$ cat config.mk
export PLATFORM = sky130hd
export DESIGN_NAME = ecc_apb_stimulus
export DESIGN_NICKNAME = d
export VERILOG_FILES = /design/src/rtl/ecc_apb_stimulus.sv
export SDC_FILE = /design/constraint.sdc
export NUM_CORES = 1
export LEC_CHECK = 0
export BUFFER_PORTS_ARGS = -buffer_cell sky130_fd_sc_hd__buf_4
export CELL_PAD_IN_SITES_DETAIL_PLACEMENT = 1
export CELL_PAD_IN_SITES_GLOBAL_PLACEMENT = 1
export CORE_MARGIN = 2
export CORE_UTILIZATION = 30
export DETAILED_ROUTE_END_ITERATION = 8
export GPL_TIMING_DRIVEN = 1
export PLACE_DENSITY_LB_ADDON = 0.1
export SLEW_MARGIN = 25
export SYNTH_ARGS = -nofsm -noshare
export SYNTH_HDL_FRONTEND = slang
export SYNTH_SLANG_ARGS = --single-unit
$ cat constraint.sdc
create_clock -name clk -period 4.1 [get_ports clk]
set_clock_uncertainty 0.2 [all_clocks]
set_input_delay 0 -clock clk [delete_from_list [all_inputs] [get_ports clk]]
set_output_delay 0 -clock clk [all_outputs]
set_load 0.05 [all_outputs]
$ cat src/rtl/ecc_apb_stimulus.sv
// APB master that programs one ECC test vector, waits for the DUT's done edge, and returns the result.
// Latency: 8 bus cycles + WAIT_DONE cycles + 1 RESP cycle; result is held until res_ready.
module ecc_apb_stimulus #(
  parameter int DATA_WIDTH      = 32,
  parameter int AMBA_ADDR_WIDTH = 20,
  parameter int AMBA_WORD       = 32,
  parameter int TIMEOUT_CYCLES  = 16
) (
  input  logic                       clk,
  input  logic                       rst,
  input  logic                       vec_valid,
  output logic                       vec_ready,
  input  logic [1:0]                 vec_ctrl,
  input  logic [DATA_WIDTH-1:0]      vec_data,
  input  logic [1:0]                 vec_width,
  input  logic [DATA_WIDTH-1:0]      vec_noise,
  output logic [AMBA_ADDR_WIDTH-1:0] PADDR,
  output logic [AMBA_WORD-1:0]       PWDATA,
  output logic                       PSEL,
  output logic                       PENABLE,
  output logic                       PWRITE,
  input  logic                       operation_done,
  input  logic [DATA_WIDTH-1:0]      data_out,
  input  logic [1:0]                 num_of_errors,
  output logic                       res_valid,
  input  logic                       res_ready,
  output logic [DATA_WIDTH-1:0]      res_data,
  output logic [1:0]                 res_num_errors,
  output logic                       res_timeout,
  output logic [7:0]                 res_latency,
  output logic [15:0]                txn_count
);

  typedef enum logic [2:0] {IDLE, SETUP, ACCESS, WAIT_DONE, RESP} state_t;

  localparam logic [7:0] TIMEOUT_LAST = 8'(TIMEOUT_CYCLES);

  state_t                state, state_n;
  logic [1:0]            idx, idx_n;
  logic [7:0]            cnt, cnt_n, cnt_inc;
  logic                  done_q, done_rise;
  logic                  accept, capture, cap_timeout, bus_n;
  logic [1:0]            lat_ctrl, lat_width, src_ctrl, src_width;
  logic [DATA_WIDTH-1:0] lat_data, lat_noise, src_data, src_noise;
  logic [3:0]            addr_n;
  logic [AMBA_WORD-1:0]  word_n;

  assign accept    = (state == IDLE) && vec_valid && vec_ready;
  assign done_rise = operation_done && !done_q;
  assign cnt_inc   = cnt + 8'd1;

  // The first SETUP is registered on the accept edge, before the fields are latched.
  assign src_ctrl  = accept ? vec_ctrl  : lat_ctrl;
  assign src_data  = accept ? vec_data  : lat_data;
  assign src_width = accept ? vec_width : lat_width;
  assign src_noise = accept ? vec_noise : lat_noise;

  always_comb begin
    state_n     = state;
    idx_n       = idx;
    cnt_n       = cnt;
    capture     = 1'b0;
    cap_timeout = 1'b0;
    case (state)
      IDLE: begin
        if (accept) begin
          state_n = SETUP;
          idx_n   = 2'd0;
        end
      end
      SETUP: state_n = ACCESS;
      ACCESS: begin
        if (idx != 2'd3) begin
          state_n = SETUP;
          idx_n   = idx + 2'd1;
        end else begin
          state_n = WAIT_DONE;
          cnt_n   = 8'd0;
        end
      end
      WAIT_DONE: begin
        cnt_n = cnt_inc;
        if (done_rise) begin
          capture = 1'b1;
          state_n = RESP;
        end else if (cnt_inc == TIMEOUT_LAST) begin
          capture     = 1'b1;
          cap_timeout = 1'b1;
          state_n     = RESP;
        end
      end
      RESP: begin
        if (res_ready) state_n = IDLE;
      end
      default: state_n = IDLE;
    endcase
  end

  // Register order DATA_IN, CODEWORD_WIDTH, NOISE, CTRL so CTRL starts the operation last.
  always_comb begin
    addr_n = 4'h0;
    word_n = '0;
    case (idx_n)
      2'd0: begin addr_n = 4'h4; word_n = AMBA_WORD'(src_data);  end
      2'd1: begin addr_n = 4'h8; word_n = AMBA_WORD'(src_width); end
      2'd2: begin addr_n = 4'hC; word_n = AMBA_WORD'(src_noise); end
      default: begin addr_n = 4'h0; word_n = AMBA_WORD'(src_ctrl); end
    endcase
  end

  assign bus_n = (state_n == SETUP) || (state_n == ACCESS);

  always_ff @(posedge clk or negedge rst) begin
    if (!rst) begin
      state  <= IDLE;
      idx    <= 2'd0;
      cnt    <= 8'd0;
      done_q <= 1'b0;
    end else begin
      state  <= state_n;
      idx    <= idx_n;
      cnt    <= cnt_n;
      done_q <= operation_done;
    end
  end

  always_ff @(posedge clk or negedge rst) begin
    if (!rst) begin
      lat_ctrl       <= 2'd0;
      lat_data       <= '0;
      lat_width      <= 2'd0;
      lat_noise      <= '0;
      PSEL           <= 1'b0;
      PENABLE        <= 1'b0;
      PWRITE         <= 1'b0;
      PADDR          <= '0;
      PWDATA         <= '0;
      vec_ready      <= 1'b1;
      res_valid      <= 1'b0;
      res_data       <= '0;
      res_num_errors <= 2'd0;
      res_timeout    <= 1'b0;
      res_latency    <= 8'd0;
      txn_count      <= 16'd0;
    end else begin
      if (accept) begin
        lat_ctrl  <= vec_ctrl;
        lat_data  <= vec_data;
        lat_width <= vec_width;
        lat_noise <= vec_noise;
      end
      PSEL      <= bus_n;
      PENABLE   <= (state_n == ACCESS);
      PWRITE    <= bus_n;
      PADDR     <= bus_n ? AMBA_ADDR_WIDTH'(addr_n) : '0;
      PWDATA    <= bus_n ? word_n : '0;
      vec_ready <= (state_n == IDLE);
      res_valid <= (state_n == RESP);
      if (capture) begin
        res_data       <= data_out;
        res_num_errors <= num_of_errors;
        res_timeout    <= cap_timeout;
        res_latency    <= cnt_inc;
      end
      if (state == RESP && res_ready) txn_count <= txn_count + 16'd1;
    end
  end

endmodule

==> metrics list, run 1 <==
- Result of the run: finished, final reports clean
- The via count of the first global-routing pass is 5745.
- Dividing the detail-routed wire length by the instance count gives 16.8 um.
- In this run, CTS created clock tree buffers numbering 17.
- Along the worst path, the maximum fanout reaches 70.
* Internal Pwr Total: 0.00431 W
- The finished layout holds 1174 standard cells, fillers aside.
- Total power for the finished layout comes to 0.00708 W.
- Setup total negative slack on the finished layout was measured at 0 ps.
- Buffer levels on the longest clock path: 2
- Area of the mapped netlist: 0.00735 sq mm
- Total Die Area: 0.0258 sq mm
- STA puts the critical path data required time at 4190 ps.
* Worst-path cell chain: nor2_2 > nand4b_1 > buf_4 > o21ai_0 > nand2_1 > buf_4 > nor2_1
* Number of DRC markers in iteration 0: 193
* P_sw: 0.00277 W
- Summed over all instances, the cell type with the most area after synthesis is sky130_fd_sc_hd__dfrtp_1.
- Global routing consumed, over all layers together, 15.7% of the routing resources.
* Remaining DRCs: 0
* Effective utilization at floorplan: 30.4%
- Count of placed standard cells including taps: 1036
- Post-detailed-route via-to-cell ratio: 4.40
- Fraction of layout instances using a drive strength above 1: 41.8%
- Maximum frequency from static timing analysis: 339 MHz
* Total of endpoints with negative setup slack in the final report: 0
- Sequential fraction of the synthesis area: 61.0%
* Final antenna diode count: 0
- RSZ-0062 raised after global routing: false
- Of the available clock period, the critical path in the final layout requires 72.0%.
- CP Capture Type: register
- The slowest stage of the critical path is the sky130_fd_sc_hd__buf_4 cell.
- Max-cap violations in this run came to 0.
- At the worst endpoint, the arrival time is 3050 ps.
- STA classifies the critical path startpoint as a register.
- Via count: 5165
- The floorplan step set the die width to 160 um.
* Number of storage elements in the synthesis netlist: 179
* Class of the tightest hold or removal check: input port to asynchronous set/reset pin
* Mean area per synthesized cell: 13.9 sq um
- The library cells used most frequently in the layout, excluding fill and tap cells, are 209 x sky130_fd_sc_hd__buf_4, 178 x sky130_fd_sc_hd__dfrtp_1, 106 x sky130_fd_sc_hd__dlygate4sd3_1.
- After floorplanning, the core was divided into 57 placement rows.
- Transition time of the tightest slew-check pin: 996 ps
- Clock transition at the register clock pins on the worst setup and hold paths after CTS: 80 ps
- For this run the aggregate overflow at the end of global routing stands at 0.
* Vertical extent of the die: 160 um
- The pre-antenna-repair detailed-routing pass consisted of 4 iterations.
- H-Tree Level Count: 4
- Combinational cells account for 40.2% of the total power.
* Number of port buffers: 204
- By area the synthesized netlist is led by sky130_fd_sc_hd__dfrtp_1 61%, sky130_fd_sc_hd__mux2_2 11%, sky130_fd_sc_hd__mux2_4 6.7%.
- Summed over all cells, the static leakage comes to 5.08 nW.
* Cell occurring most often along the worst timing path: sky130_fd_sc_hd__buf_4
- Remaining number of nets flagged by the antenna check after routing: 0
* Layout filler cell count: 2536
- Part of the power in registers: 37.5%
* Initial antenna violation count: 0
- On the worst path, the slowest cell contributes a delay of 740 ps.
- Bufs and invs on worst path: 2
- Worst vdd ir: 226 uV
- Clock tree from TritonCTS: built
* Pwr Density: 658 mW/mm^2
- Most used DFF post-synth: sky130_fd_sc_hd__dfrtp_1
* Clk Latency, worst-skew pair: 430 ps
- After detailed routing, the total wire length is 19800 um.
* Count of warnings emitted by yosys: 0
- At the end of the flow the core is filled with cells to 44.5%.
- Detailed placement finished with a half-perimeter wire length of 13000 um.
- Largest delay share family, worst path: buffers and inverters
* Area Overhead vs Synth: 46.4%
- The net count of the finished layout is 950.
- Proportion of register bits with asynchronous set or reset after synthesis: 100%
* Post-CTS Setup Inserts: 0
- For this design, the sink count on the clock tree is 179.
- Clock tree synthesis selected as its root buffer the cell sky130_fd_sc_hd__clkbuf_16.
* Proportion of total power due to net switching: 39.1%
- Boundary pin count: 223
* Number of distinct library cells after synthesis: 46
- Number of cells produced by synthesis: 530
- Entering global routing, the biggest net connects 91 pins.
- Period minus WS final: 2950 ps
- Routability-driven placement finished with a final weighted congestion of 0.745.
- In this run, the clock network consumes 22.2% of the power.
- Number of enable-type register cells in the synthesized netlist: 0
- Area inside the core boundary: 0.0242 sq mm
- The worst setup path is of the register to register kind.
* Final max-slew violation count: 0
- In this run the biggest area consumer among cell types represents 60.6% of the synthesized area.
- Global-route wire length before repair: 31700 um
* Worst-case headroom to the max-slew limit: 33.6%
* Commonest non-fill, non-tap cell in the layout: sky130_fd_sc_hd__buf_4
- The number of failing hold endpoints at the final stage is 0.
[per-stage QoR]
step                      area, sq um  setup slack, ps  hold slack, ps
after floorplan                  7410             1630            -496
after global placement           9130             1210           -75.4
after detailed placement         9130             1060           -75.3
after CTS                       10800             1040            15.4
after global routing            10800              835            21.2
final                           10800             1150            9.52
[metal layers]
| layer | track usage, % | wire, um |
|---|---|---|
| met3 | 3.38 | 814 |
| met4 | 4.38 | 268 |
| met5 | 0 | 0 |
| met1 | 19.9 | 8460 |
| met2 | 27.0 | 10200 |
[repair_timing]
action / in CTS / in global routing
resized for setup: 0 / 0
hold buffers: 106 / 0
endpoints found under the setup margin: 0 / 0
endpoints found under the hold margin: 238 / 0
[worst paths after layout]
check,startpoint,to,slack [ps],cells after the start
max,state[0],PWDATA[22],1150,7
min,rst,res_latency[4],10,2
max reg2reg,state[0],PWDATA[22],1150,7
min reg2reg,lat_noise[0],lat_noise[0],300,1
max in group asynchronous,rst,res_data[25],2720,3
min in group clk,operation_done,done_q,30,2
[power by group through the flow]
stage	sequential (W)	combinational, W	clock (W)
after floorplan	0.00343	0.00118	0
after global placement	0.00266	0.00273	0
after detailed placement	0.00269	0.00280	0
after CTS	0.00266	0.00289	0.00163
after global routing	0.00273	0.00303	0.00170
final	0.00266	0.00285	0.00157
[kinds of logic (layout without fill, tap and decap cells)]
kind of cell             after synthesis  after routing  share of synthesized area (%)
AO/OA/AOI/OAI                         66             66                           6.25
XOR/XNOR                              21             21                           2.61
adder cells (fa/ha/maj)                6              6                           1.02
buffers and inverters                 59            362                           4.56
flip-flops                           179            179                           61.0
multiplexers                         110            110                           18.5
other                                  1             18                         0.0510
AND/OR/NAND/NOR                       88             88                           6.06
[cell type report]
type / instances / area [sq um] / share of cell area (%)
sequential: 179 / 4480 / 41.7
multi-input combinational: 309 / 2590 / 24.1
tap: 324 / 405 / 3.77
clock inverter: 14 / 135 / 1.26
timing repair buffer: 317 / 2660 / 24.7
clock buffer: 18 / 429 / 3.99
inverter: 13 / 48.8 / 0.454
[synth_stat cells (all sizes together) (2+ instances only)]
cell,number
a211oi,2
a21oi,8
a22o,2
a22oi,33
a31oi,2
and3,6
and4,3
buf,33
clkbuf,13
dfrtp,178
ha,6
inv,13
mux2,105
mux2i,5
nand2,15
nand2b,4
nand3,7
nand3b,2
nand4,3
nor2,37
nor2b,2
nor3,3
nor3b,2
o21ai,12
o31ai,2
or2,2
xnor2,17
xor2,4
[state kept, by name, indices dropped and copies added, names as in the netlist]
register,count
PADDR,2
PENABLE,1
PWDATA,32
PWRITE,1
cnt,8
done_q,1
idx,2
lat_ctrl,2
lat_data,32
lat_noise,32
lat_width,2
res_data,32
res_latency,8
res_num_errors,2
res_timeout,1
res_valid,1
state,3
txn_count,16
vec_ready,1
Power figures use the tool's default switching activity.
==> run 2: changes to the inputs <==
==> constraint.sdc (replaced) <==
create_clock -name clk -period 2.6 [get_ports clk]
set_clock_uncertainty 0.2 [all_clocks]
set_input_delay 0 -clock clk [delete_from_list [all_inputs] [get_ports clk]]
set_output_delay 0 -clock clk [all_outputs]
set_load 0.05 [all_outputs]
==> metrics list, run 2 (synthesis gave the netlist of run 1 again) <==
- Via count: 5227 (was 5165)
* Flip-flop and latch area: 0.00448 sq mm (unchanged)
* Post-CTS Setup Inserts: 0 (unchanged)
- The start-to-end type of the worst setup path is register to register (unchanged).
* Pwr Density: 1040 mW/mm^2 (was 658 mW/mm^2)
- The largest buffer count on any clock path is 2 (unchanged).
- Leftover overflow at the end of global routing: 0 (unchanged)
- Vertical extent of the die: 160 um (unchanged)
- The clock latency on the worst-skew pair was 420 ps (was 430 ps).
- The number of vias per cell after detailed routing was 4.42 (was 4.40).
- Detailed-route wire length: 19800 um (about the same)
- The clock tree root driver cell is sky130_fd_sc_hd__clkbuf_16 (unchanged).
- Internal Pwr Total: 0.00690 W (was 0.00431 W)
- The final setup violation count is 0 (unchanged).
- Worst vdd ir: 388 uV (was 226 uV)
- The residual DRC count came to 0 (unchanged).
* P_sw: 0.00442 W (was 0.00277 W)
- Non-filler instance count after layout: 1183 (was 1174)
- Most frequent cells in the layout: 211 x sky130_fd_sc_hd__buf_4, 178 x sky130_fd_sc_hd__dfrtp_1, 107 x sky130_fd_sc_hd__dlygate4sd3_1 (was 209 x sky130_fd_sc_hd__buf_4, 178 x sky130_fd_sc_hd__dfrtp_1, 106 x sky130_fd_sc_hd__dlygate4sd3_1)
- The final critical-path required period was 2390 ps (was 2950 ps).
- The total number of nets in the final design came to 959 (was 950).
* Global-route wire length before repair: 31800 um (was 31700 um)
* Required time worst endpoint: 2750 ps (was 4190 ps)
- Clock network fraction of total power: 22.4% (was 22.2%)
* Final antenna diode count: 0 (unchanged)
* Clock tree from TritonCTS: built (unchanged)
- Die width: 160 um (unchanged)
* LEAKAGE: 5.16 nW (was 5.08 nW)
* Part of the power in registers: 36.8% (was 37.5%)
- The clock slew at the register clock pins of the worst setup and hold paths came to 70 ps (was 80 ps).
- The combined global-route utilization of all metal layers came to 15.8% (was 15.7%).
* Area Overhead vs Synth: 48.6% (was 46.4%)
- The class of the most critical hold timing path is input port to register (was input port to asynchronous set/reset pin).
- Result of the run: finished, final reports clean (unchanged).
- Via count of the first global-routing pass: 5841 (was 5745)
- The number of buffer cells added on primary ports was 204 (unchanged).
- The maximum clock frequency is 419 MHz (was 339 MHz).
* Initial antenna violation count: 0 (unchanged)
- Setup TNS Final: 0 ps (unchanged)
- Commonest non-fill, non-tap cell in the layout: sky130_fd_sc_hd__buf_4 (unchanged)
- Fraction of layout instances using a drive strength above 1: 42.4% (was 41.8%)
- Worst-case headroom to the max-slew limit: 57.9% (was 33.6%)
- The pin count of the biggest net entering global routing is 80 (was 91).
- Boundary pin count: 223 (unchanged)
- The number of detailed-route iterations in the first pass was 4 (unchanged).
- The critical path capture point type is a register (unchanged).
- The number of failing hold endpoints at the final stage is 0 (unchanged).
- The maximum net fanout on the critical path is 32 (was 70).
- The transition time at the pin with the least slew margin was 630 ps (was 996 ps).
* Effective utilization at floorplan: 30.4% (unchanged)
* Cell row count: 57 (unchanged)
- Sink Count: 179 (unchanged)
- Post-detailed-route wirelength per cell: 16.8 um (about the same)
- CTS buffer count: 17 (unchanged)
- Post-route cell area: 0.0109 sq mm (was 0.0108 sq mm)
- Max cap viols: 0 (unchanged)
* Layout filler cell count: 2527 (was 2536)
- The total count of max-transition violations in the final report was 0 (unchanged).
* Proportion of total power due to net switching: 39.1% (about the same)
* H-Tree Level Count: 4 (unchanged)
* Startpoint type of the worst setup path: register (unchanged)
- RSZ-0062 raised after global routing: false (unchanged)
- The post-detailed-route count of antenna-violating nets came to 0 (unchanged).
* WP data arrival: 2540 ps (was 3050 ps)
* Post-route total power: 0.0113 W (was 0.00708 W)
- Area of combinational cells with multiple inputs: 0.00259 sq mm (unchanged)
* Part of the power in combinational logic: 40.7% (was 40.2%)
- Portion of the clock cycle consumed by the worst path in the final layout: 91.9% (was 72.0%)
- The area of the core came to 0.0242 sq mm (unchanged).
* Number of DRC markers in iteration 0: 210 (was 193)
- Area post-placement: 0.00923 sq mm (was 0.00913 sq mm)
- The placer congestion estimate was 0.778 (was 0.745).
- The final HPWL from detailed placement was 13200 um (was 13000 um).
- The die footprint came to 0.0258 sq mm (unchanged).
- Count of placed standard cells including taps: 1043 (was 1036)
## run 2: changes by cell type in the layout (fill, tap and decap cells not counted), sizes merged
| cell | previous run | this run |
|---|---|---|
| buf | 211 | 219 |
| clkbuf | 18 | 17 |
| dlygate4sd3 | 106 | 107 |
| inv | 21 | 22 |
## run 2: what timing repair did
action                     CTS  global route
setup endpoints to repair    0             1
resized for setup            0             1
hold buffers               108             0
hold endpoints to repair   325             0
## run 2: power groups by stage
stage | Sequential, W | Combinational (W) | Clock, W
floorplan | 0.00542 | 0.00187 | 0
global placement | 0.00417 | 0.00442 | 0
detailed placement | 0.00423 | 0.00450 | 0
CTS | 0.00418 | 0.00465 | 0.00263
global route | 0.00429 | 0.00490 | 0.00275
finish | 0.00417 | 0.00461 | 0.00254
## run 2: stage by stage
step	util (%)	hold WS [ps]	setup WS (ps)
after floorplan	-	-496	133
after global placement	38.2	-202	277
after detailed placement	38.2	-203	196
after CTS	45.1	9.08	159
after global routing	45.2	17.4	1.69
final	45.2	31.3	212
## run 2: final timing paths
| path | start | slack (ps) | to | depth (start not counted) |
|---|---|---|---|---|
| worst max-delay path | state[1] | 210 | PWDATA[29] | 9 |
| worst min-delay path | operation_done | 30 | done_q | 2 |
| worst max register to register | state[1] | 210 | PWDATA[29] | 9 |
| worst min register to register | txn_count[15] | 280 | txn_count[15] | 1 |
| max in group asynchronous | rst | 1310 | lat_noise[12] | 4 |
| min in group asynchronous | rst | 470 | res_latency[5] | 4 |
## run 2: area by class of cell
class | instances | share of cell area (%)
flip-flops and latches | 179 | 41.0
repair buffers | 326 | 25.7
multi-input cells | 309 | 23.8
clock buffers | 17 | 3.90
well taps | 324 | 3.71
clock inverters | 15 | 1.43
inverters | 13 | 0.447
## run 2: metal layers
layer  GRT usage [%]  wire (um)  vias to the layer above  share of wire (%)
li1                -          -                     2436                  -
met1            19.6       8460                     2661                 43
met2            27.9      10400                      113                 53
met3            2.71        692                       17                3.5
met4            4.95        262                        0                1.3
met5               0          0                        -                  0
## run 2: worst max-delay path: stages, from the launching register on
cell                       delay (ps)
sky130_fd_sc_hd__dfrtp_1          470
sky130_fd_sc_hd__nor2_2           190
sky130_fd_sc_hd__nand4b_1         200
sky130_fd_sc_hd__a21oi_1          190
sky130_fd_sc_hd__a31oi_1           80
sky130_fd_sc_hd__inv_1            110
sky130_fd_sc_hd__ha_1             150
sky130_fd_sc_hd__buf_4            390
sky130_fd_sc_hd__a22oi_1          180
sky130_fd_sc_hd__nor2_1           140
